File: src/rtl/program_sequencer.sv
// Writable instruction store plus sequencer for the complex-number datapath.
// Fetches a program window, issues one instruction at a time and holds each for maxclk cycles.
module program_sequencer #(
  parameter int DATA_W = 32,
  parameter int DEPTH  = 16,
  parameter int ADDR_W = 4,
  parameter int TIME_W = 6,
  localparam int WORD_W = 2*DATA_W + TIME_W + 10
) (
  input  logic              clock,
  input  logic              reset,
  input  logic              wr_en,
  input  logic [ADDR_W-1:0] wr_addr,
  input  logic [WORD_W-1:0] wr_data,
  input  logic              start,
  input  logic [ADDR_W-1:0] first_addr,
  input  logic [ADDR_W-1:0] last_addr,
  input  logic              loop,
  input  logic              stop,
  output logic              issue_valid,
  output logic [DATA_W-1:0] operand_re,
  output logic [DATA_W-1:0] operand_im,
  output logic [3:0]        opr,
  output logic [1:0]        endwreg,
  output logic              enregA,
  output logic              enregB,
  output logic              cnstA,
  output logic              cnstB,
  output logic [ADDR_W-1:0] pc,
  output logic              busy,
  output logic              done,
  output logic [2:0]        state_dbg
);

  // Word layout, MSB first: {operand_re, operand_im, opr, maxclk, endwreg, enregA, enregB, cnstA, cnstB}
  localparam int CNSTB_B  = 0;
  localparam int CNSTA_B  = 1;
  localparam int ENREGB_B = 2;
  localparam int ENREGA_B = 3;
  localparam int EW_LSB   = 4;
  localparam int MC_LSB   = 6;
  localparam int OP_LSB   = MC_LSB + TIME_W;
  localparam int IM_LSB   = OP_LSB + 4;
  localparam int RE_LSB   = IM_LSB + DATA_W;

  typedef enum logic [2:0] {
    S_IDLE  = 3'd0,
    S_FETCH = 3'd1,
    S_ISSUE = 3'd2,
    S_WAIT  = 3'd3,
    S_DONE  = 3'd4
  } state_t;

  logic [WORD_W-1:0] mem_q [DEPTH];

  state_t            state_q, state_d;
  logic [ADDR_W-1:0] pc_q, pc_d;
  logic [ADDR_W-1:0] first_q, first_d;
  logic [ADDR_W-1:0] last_q, last_d;
  logic              loop_q, loop_d;
  logic [TIME_W-1:0] cnt_q, cnt_d;
  logic [TIME_W-1:0] maxclk_q, maxclk_d;
  logic              issue_valid_q, issue_valid_d;
  logic              busy_q, busy_d;
  logic              done_q, done_d;
  logic [DATA_W-1:0] operand_re_q, operand_re_d;
  logic [DATA_W-1:0] operand_im_q, operand_im_d;
  logic [3:0]        opr_q, opr_d;
  logic [1:0]        endwreg_q, endwreg_d;
  logic              enreg_a_q, enreg_a_d;
  logic              enreg_b_q, enreg_b_d;
  logic              cnst_a_q, cnst_a_d;
  logic              cnst_b_q, cnst_b_d;
  logic [WORD_W-1:0] fetch_word;

  assign fetch_word = mem_q[pc_q];

  // Program store: writable only while the sequencer is idle; never reset.
  always_ff @(posedge clock) begin
    if (wr_en && (state_q == S_IDLE)) begin
      mem_q[wr_addr] <= wr_data;
    end
  end

  always_comb begin
    state_d       = state_q;
    pc_d          = pc_q;
    first_d       = first_q;
    last_d        = last_q;
    loop_d        = loop_q;
    cnt_d         = cnt_q;
    maxclk_d      = maxclk_q;
    issue_valid_d = 1'b0;
    busy_d        = busy_q;
    done_d        = 1'b0;
    operand_re_d  = operand_re_q;
    operand_im_d  = operand_im_q;
    opr_d         = opr_q;
    endwreg_d     = endwreg_q;
    enreg_a_d     = enreg_a_q;
    enreg_b_d     = enreg_b_q;
    cnst_a_d      = cnst_a_q;
    cnst_b_d      = cnst_b_q;

    case (state_q)
      S_IDLE: begin
        if (start) begin
          first_d = first_addr;
          last_d  = last_addr;
          loop_d  = loop;
          pc_d    = first_addr;
          busy_d  = 1'b1;
          state_d = S_FETCH;
        end
      end
      S_FETCH: begin
        operand_re_d  = fetch_word[RE_LSB +: DATA_W];
        operand_im_d  = fetch_word[IM_LSB +: DATA_W];
        opr_d         = fetch_word[OP_LSB +: 4];
        maxclk_d      = fetch_word[MC_LSB +: TIME_W];
        endwreg_d     = fetch_word[EW_LSB +: 2];
        enreg_a_d     = fetch_word[ENREGA_B];
        enreg_b_d     = fetch_word[ENREGB_B];
        cnst_a_d      = fetch_word[CNSTA_B];
        cnst_b_d      = fetch_word[CNSTB_B];
        issue_valid_d = 1'b1;
        state_d       = S_ISSUE;
      end
      S_ISSUE: begin
        // maxclk of zero still spends one cycle in WAIT.
        cnt_d   = (maxclk_q == '0) ? TIME_W'(1) : maxclk_q;
        state_d = S_WAIT;
      end
      S_WAIT: begin
        if (cnt_q <= TIME_W'(1)) begin
          if (pc_q != last_q) begin
            pc_d    = pc_q + ADDR_W'(1);
            state_d = S_FETCH;
          end else if (loop_q) begin
            pc_d    = first_q;
            state_d = S_FETCH;
          end else begin
            done_d  = 1'b1;
            state_d = S_DONE;
          end
        end else begin
          cnt_d = cnt_q - TIME_W'(1);
        end
      end
      S_DONE: begin
        busy_d  = 1'b0;
        state_d = S_IDLE;
      end
      default: begin
        busy_d  = 1'b0;
        state_d = S_IDLE;
      end
    endcase

    // Abort overrides every other transition; output fields keep their values.
    if (stop && (state_q != S_IDLE)) begin
      state_d       = S_IDLE;
      busy_d        = 1'b0;
      issue_valid_d = 1'b0;
      done_d        = 1'b0;
    end
  end

  always_ff @(posedge clock or negedge reset) begin
    if (!reset) begin
      state_q       <= S_IDLE;
      pc_q          <= '0;
      first_q       <= '0;
      last_q        <= '0;
      loop_q        <= 1'b0;
      cnt_q         <= '0;
      maxclk_q      <= '0;
      issue_valid_q <= 1'b0;
      busy_q        <= 1'b0;
      done_q        <= 1'b0;
      operand_re_q  <= '0;
      operand_im_q  <= '0;
      opr_q         <= '0;
      endwreg_q     <= '0;
      enreg_a_q     <= 1'b0;
      enreg_b_q     <= 1'b0;
      cnst_a_q      <= 1'b0;
      cnst_b_q      <= 1'b0;
    end else begin
      state_q       <= state_d;
      pc_q          <= pc_d;
      first_q       <= first_d;
      last_q        <= last_d;
      loop_q        <= loop_d;
      cnt_q         <= cnt_d;
      maxclk_q      <= maxclk_d;
      issue_valid_q <= issue_valid_d;
      busy_q        <= busy_d;
      done_q        <= done_d;
      operand_re_q  <= operand_re_d;
      operand_im_q  <= operand_im_d;
      opr_q         <= opr_d;
      endwreg_q     <= endwreg_d;
      enreg_a_q     <= enreg_a_d;
      enreg_b_q     <= enreg_b_d;
      cnst_a_q      <= cnst_a_d;
      cnst_b_q      <= cnst_b_d;
    end
  end

  assign issue_valid = issue_valid_q;
  assign operand_re  = operand_re_q;
  assign operand_im  = operand_im_q;
  assign opr         = opr_q;
  assign endwreg     = endwreg_q;
  assign enregA      = enreg_a_q;
  assign enregB      = enreg_b_q;
  assign cnstA       = cnst_a_q;
  assign cnstB       = cnst_b_q;
  assign pc          = pc_q;
  assign busy        = busy_q;
  assign done        = done_q;
  assign state_dbg   = state_q;

endmodule

File: config.mk
export PLATFORM = sky130hd
export DESIGN_NAME = program_sequencer
export DESIGN_NICKNAME = d
export VERILOG_FILES = /design/src/rtl/program_sequencer.sv
export SDC_FILE = /design/constraint.sdc
export NUM_CORES = 1
export LEC_CHECK = 0
export CORE_UTILIZATION = 40
export DETAILED_ROUTE_END_ITERATION = 8
export GPL_TIMING_DRIVEN = 0
export HOLD_SLACK_MARGIN = 0.06
export SYNTH_ARGS = -nofsm -noshare
export SYNTH_HDL_FRONTEND = slang
export SYNTH_SLANG_ARGS = --single-unit
File: constraint.sdc
create_clock -name clock -period 9.9 [get_ports clock]
set_input_delay 2.97 -clock clock [delete_from_list [all_inputs] [get_ports clock]]
set_output_delay 2.97 -clock clock [all_outputs]
set_load 0.02 [all_outputs]
After elaboration in Yosys (flattened, before gate mapping)
Memories as Yosys holds them, arrays and structs flattened. A register that Yosys moved wholly into a read port is not among the register bits.
Cells that the tools add are included.
{ "classes": {"add_sub_neg": 2, "order_cmp": 1, "n_eq_ne": 11, "muxes": 26, "n_reduce_logical": 14} }
{ "op_table": {"columns": ["cell", "n"], "rows": [
  ["two-way mux 4 bit", 4],
  ["two-way mux 3 bit", 5],
  ["two-way mux 6 bit", 2],
  ["one-hot mux 3 bit (4 select lines)", 1],
  ["one-hot mux 6 bit (2 select lines)", 1],
  ["two-way mux 1 bit", 11],
  ["one-hot mux 4 bit (2 select lines)", 1],
  ["AND reduction 2 bit", 4],
  ["equality test 3 x 2 -> 1 bit, second input constant", 2],
  ["<= comparator 6 x 1 -> 1 bit, second input constant", 1],
  ["zero test 6 bit", 1],
  ["inequality test 2 bit, second input constant", 3],
  ["inequality test 3 bit, second input constant", 2],
  ["subtractor 6 x 1 -> 6 bit, second input constant", 1],
  ["adder 4 x 1 -> 4 bit, second input constant", 1],
  ["inequality test 4 bit", 1],
  ["AND reduction 4 bit", 1],
  ["nonzero test 2 bit", 2],
  ["equality test 3 x 1 -> 1 bit, second input constant", 1],
  ["zero test 3 bit", 1],
  ["inequality test 3 x 2 -> 1 bit, second input constant", 1],
  ["nonzero test 3 bit", 1],
  ["OR reduction 3 bit", 1],
  ["logical AND 1 bit", 2],
  ["other kinds (3)", 3]
]} }
{ "totals": {"regBits": 25, "mem_bits_rw": 1280, "input_bits": 98, "mem_count": 1} }
{ "memory_table": {"columns": ["memory", "words", "word_bits", "read_ports", "rd_ports_with_merged_regs", "wr", "line_no", "text"], "rows": [
  ["mem_q", 16, 80, 1, 1, 1, "54", "logic [WORD_W-1:0] mem_q [DEPTH];"]
]} }

Longest topological paths before layout
{ "depth": {"ltp_word": 5, "mapped_depth": 8} }

Least setup slack after synthesis
No wires, ideal clock.
{ "synth_timing": {"path_kind": "input to register", "start": "input port wr_addr[1]", "end": "memory mem_q[0][0] (netlist bit), enable pin", "t_arrival_ps": 8826, "slack_ps": 456, "cell_stages": 2, "path_buffers": 0, "path_cell_list": "or3_1 nor3_1"} }
{ "synth_lines": {"columns": ["item", "line_no", "text"], "rows": [
  ["from (decl)", "13", "input logic [ADDR_W-1:0] wr_addr,"],
  ["to (decl)", "54", null]
]} }
Straight into the memory's write port.

Worst setup path in the final report
{ "layout_timing": {"start": "input port wr_en", "end": "memory mem_q[2][25] (netlist bit), enable pin"} }
{ "layout_between": {"elab_chain_cells": 3} }
{ "layout_lines": {"columns": ["item", "line_no", "text"], "rows": [
  ["from (decl)", "12", "input logic wr_en,"],
  ["logical AND 1 bit", "80", "if (wr_en && (state_q == S_IDLE)) begin"],
  ["two-way mux 1 bit", "80", null],
  ["two-way mux 1 bit (implied by the code)", "81", "mem_q[wr_addr] <= wr_data;"]
]} }
No other way between the ends.

==> results.txt <==
The flow ran to the end, and the final reports show no timing, DRC or antenna violations. Including well taps, the total number of placed cells is 4,303. In this run the static leakage power is 0.0207 uW. The critical path ends at mem_q[2][25]. The final number of hold-violating endpoints came out at 0.

The min-delay analysis places its worst path in the category reg2reg. Of the available clock period, the critical path in the final layout requires 53.7%. The TritonCTS clock tree is yes.

The initial utilization of the core area, before any placement, comes to ~40%. Detailed placement ended at an HPWL of 83.7 mm. The final count of pins violating max slew came out at 0. The core area is 0.130 sq mm. Of the cells placed in the final design, the portion with a size suffix greater than 1 is 24.5%. The slew at the pin closest to its max-slew limit is 1.32 ns. The number of post-CTS setup repair buffers is 0. In the layout the commonest cells are 1,280 x sky130_fd_sc_hd__edfxtp_1, 320 x sky130_fd_sc_hd__mux4_2, 180 x sky130_fd_sc_hd__clkdlybuf4s50_1, 163 x sky130_fd_sc_hd__mux2i_1, 151 x sky130_fd_sc_hd__clkbuf_16.

The startpoint identified for the worst register-to-register timing path is state_dbg[1]. The headroom to the max-slew limit is 11.8%. The clock tree synthesis step divided the H-tree into 4 levels. The number of max-cap violations came out at 0.

The standard-cell row count is roughly 130. The final period demand of the worst path came out at 5.32 ns. From synthesis to final layout, the design area changed by 19.5%. The count of non-filler cells in the finished layout is ~4,600. Counting the buffers created by CTS gives about 140. The number of antenna violations at the first check in global routing is 15.

The full die area is 0.133 sq mm. The number of synthesized flops with an enable pin is ~1,300. The routed wire length came out at 130 mm. The fraction of synthesis flops using an asynchronous set or reset pin is 7.58%. Pin placement for this block handled between 150 and 200 I/O pins. The count of warnings emitted by yosys is 0. Gates resized during post-CTS repair numbered 0. The data arrival time of the critical path came out at 5.74 ns.

The distinct cell type count of the synthesized netlist came out at 47. The number of cell instances on the worst register-to-register path came out at 9. The setup violation total in the final timing report came out at 0. The via count of the routed design is roughly 25,000. The slowest cell on the critical path is sky130_fd_sc_hd__nor3_2. The cell count after synthesis came out at around 2,300. Derived from the worst setup path, the maximum achievable clock frequency is 188 MHz. The first-pass iteration count of the detailed router came out at 6. The launch point of the worst hold path is operand_im[1]. The worst setup path is captured at a flip-flop. The number of sinks on the clock net is 1,385.

The insertion delay of the later-clocked pin in the worst-skew pair came out at 0.73 ns. The net count reported at finish is 2,808. The library cell used most frequently in the layout, excluding fill and tap cells, is sky130_fd_sc_hd__edfxtp_1. The net count after synthesis came out at 2,389. In the global route stage, overall resource usage came out at about a fifth.

The most frequent cell on the critical path is sky130_fd_sc_hd__buf_6. Averaged over all synthesized cells, the footprint is 22.9 sq um. The sequential area share after synthesis came out at about four fifths.

The minimum setup slack among reg-to-reg paths is 6.16 ns. The worst register-to-register path ends at mem_q[2][25]. The most used flip-flop cell after synthesis is sky130_fd_sc_hd__edfxtp_1. The power density of the placed cells is 270 mW/mm^2. Counting along the longest clock path gives a buffer depth of 3. The maximum fanout along the worst path is 8. The number of buffers inserted by port buffering came out at around 180. The height of the chip is 364 um. Setup repair after global routing left no endpoint under its margin. The worst clock skew on the final layout is 0.0269 ns. For this block, the initial DRC count from the detailed router was 2,641. The x dimension of the die is 364 um. The worst voltage drop across the vdd grid came out at 163 uV.

The final global-route overflow total came out at 0. The post-synthesis register bit count came out at about 1,400. The first global-routing pass estimated 188 mm of wire. The critical setup path kind is in2reg. In this design, the stage delay of the slowest critical-path cell is 0.77 ns.

The hold buffer count at CTS came out at 0. The via density per instance came out at 5.54. The worst setup path is launched from an input port.

The required arrival time at the worst endpoint is roughly 10 ns. The clock slew seen by the registers of the worst setup and hold paths is 0.06 ns. The post-detailed-route count of antenna-violating nets came out at 0. In the routed design, unresolved DRC markers number 0.

The final routed wire length divided by cell count is 28.5 um. The congestion estimate from routability-driven global placement came to 0.772. The via count of the first global-routing pass was 26,700. The number of antenna diodes came out at 0. The maximum number of pins on one net before global-route repair is just under 60. Tracing the worst setup path back leads to its startpoint at wr_en. Summed over all failing endpoints, the final setup total negative slack is 0 ns. The cell sitting at the root of the clock tree is a sky130_fd_sc_hd__clkbuf_16. The critical path goes through clkdlybuf4s50_1 -> nand4b_1 -> nor3_2 -> buf_6 -> buf_6 -> buf_8 -> buf_6 -> buf_6. The cell area that synthesis handed to floorplanning was roughly 0.052 sq mm.
==> logic make-up after synthesis <==
| family | count (synthesis) | share of synthesized area [%] |
|---|---|---|
| DFF | 1385 | 78.3 |
| muxes | 493 | 17.1 |
| AOI/OAI and AO/OA | 196 | 2.55 |
| buffers and inverters | 130 | 1.24 |
| and+or+nand+nor | 75 | 0.703 |
| xor gates and xnor gates | 6 | 0.114 |
| adders and majority gates | 3 | 0.0715 |
==> cell usage after synthesis, types with 10 or more instances <==
library cell,n,area [sq um]
sky130_fd_sc_hd__edfxtp_1,1280,38400
sky130_fd_sc_hd__mux4_2,320,7210
sky130_fd_sc_hd__mux2i_1,163,1630
sky130_fd_sc_hd__dfrtp_1,105,2630
sky130_fd_sc_hd__a21o_1,81,608
sky130_fd_sc_hd__o22ai_1,81,507
sky130_fd_sc_hd__clkbuf_1,48,180
sky130_fd_sc_hd__nor2_1,29,109
sky130_fd_sc_hd__buf_4,25,188
sky130_fd_sc_hd__buf_1,24,90.1
sky130_fd_sc_hd__buf_2,21,105
sky130_fd_sc_hd__o21ai_0,14,70.1
sky130_fd_sc_hd__nand2_1,12,45.0
sky130_fd_sc_hd__nor3_1,12,60.1
sky130_fd_sc_hd__mux2_1,10,113
==> worst min path at each step <==
stage,endpoint,slack [ns],depth (start not counted)
after global routing,opr[2],0.49,1
after global placement,operand_re[23],0.47,1
after floorplan,maxclk_q[0],0.44,1
after CTS,operand_im[1],0.48,1
after detailed placement,operand_re[12],0.47,1
final,operand_im[1],0.47,1
==> metal layers <==
| layer | part of all wire [%] | vias up | GRT usage, % |
|---|---|---|---|
| li1 | - | 10500 | - |
| met1 | 42 | 13500 | 27.9 |
| met2 | 48 | 985 | 31.7 |
| met3 | 7.8 | 199 | 4.27 |
| met4 | 1.9 | 22 | 5.04 |
| met5 | 0.11 | - | 0 |
==> worst max-delay path: cells and delay by family <==
kind,cells,cell delay [ns]
buffers and inverters,6,1.54
and+or+nand+nor,2,1.19
==> state kept, by name, summed over array words and instances (netlist names), 6 cells and up <==
register	count
mem_q	1280
operand_im	32
operand_re	32
cnt_q	6
maxclk_q	6
==> power by group <==
group	switching, uW	leakage (uW)	internal (uW)
Sequential	175	0.0128	6710
Clock	2190	0.00227	3100
Combinational	2620	0.00565	2150
==> metrics by stage <==
| stage | setup WS, ns | hold slack [ns] | utilization [%] | total power (uW) | instance area (sq um) |
|---|---|---|---|---|---|
| after floorplan | 0.456 | 0.444 | - | 10100 | 52500 |
| after global placement | -7.27 | 0.465 | 43.5 | 11800 | 56500 |
| after detailed placement | 3.90 | 0.465 | 44.8 | 11800 | 58100 |
| after CTS | 4.63 | 0.478 | 48.3 | 17100 | 62700 |
| after global routing | 4.54 | 0.495 | 48.3 | 17600 | 62700 |
| final | 4.58 | 0.474 | 48.3 | 16900 | 62700 |
==> cell type report <==
type | instances | area (sq um)
Inverter | 6 | 22.5
Fill cell | 10400 | 67100
Sequential cell | 1385 | 41100
Buffer | 124 | 632
Timing Repair Buffer | 273 | 3340
Tap cell | 1742 | 2180
Multi-Input combinational cell | 773 | 10900
Clock inverter | 71 | 619
Clock buffer | 189 | 4000
No activity file was read; power rests on OpenSTA's default activity.
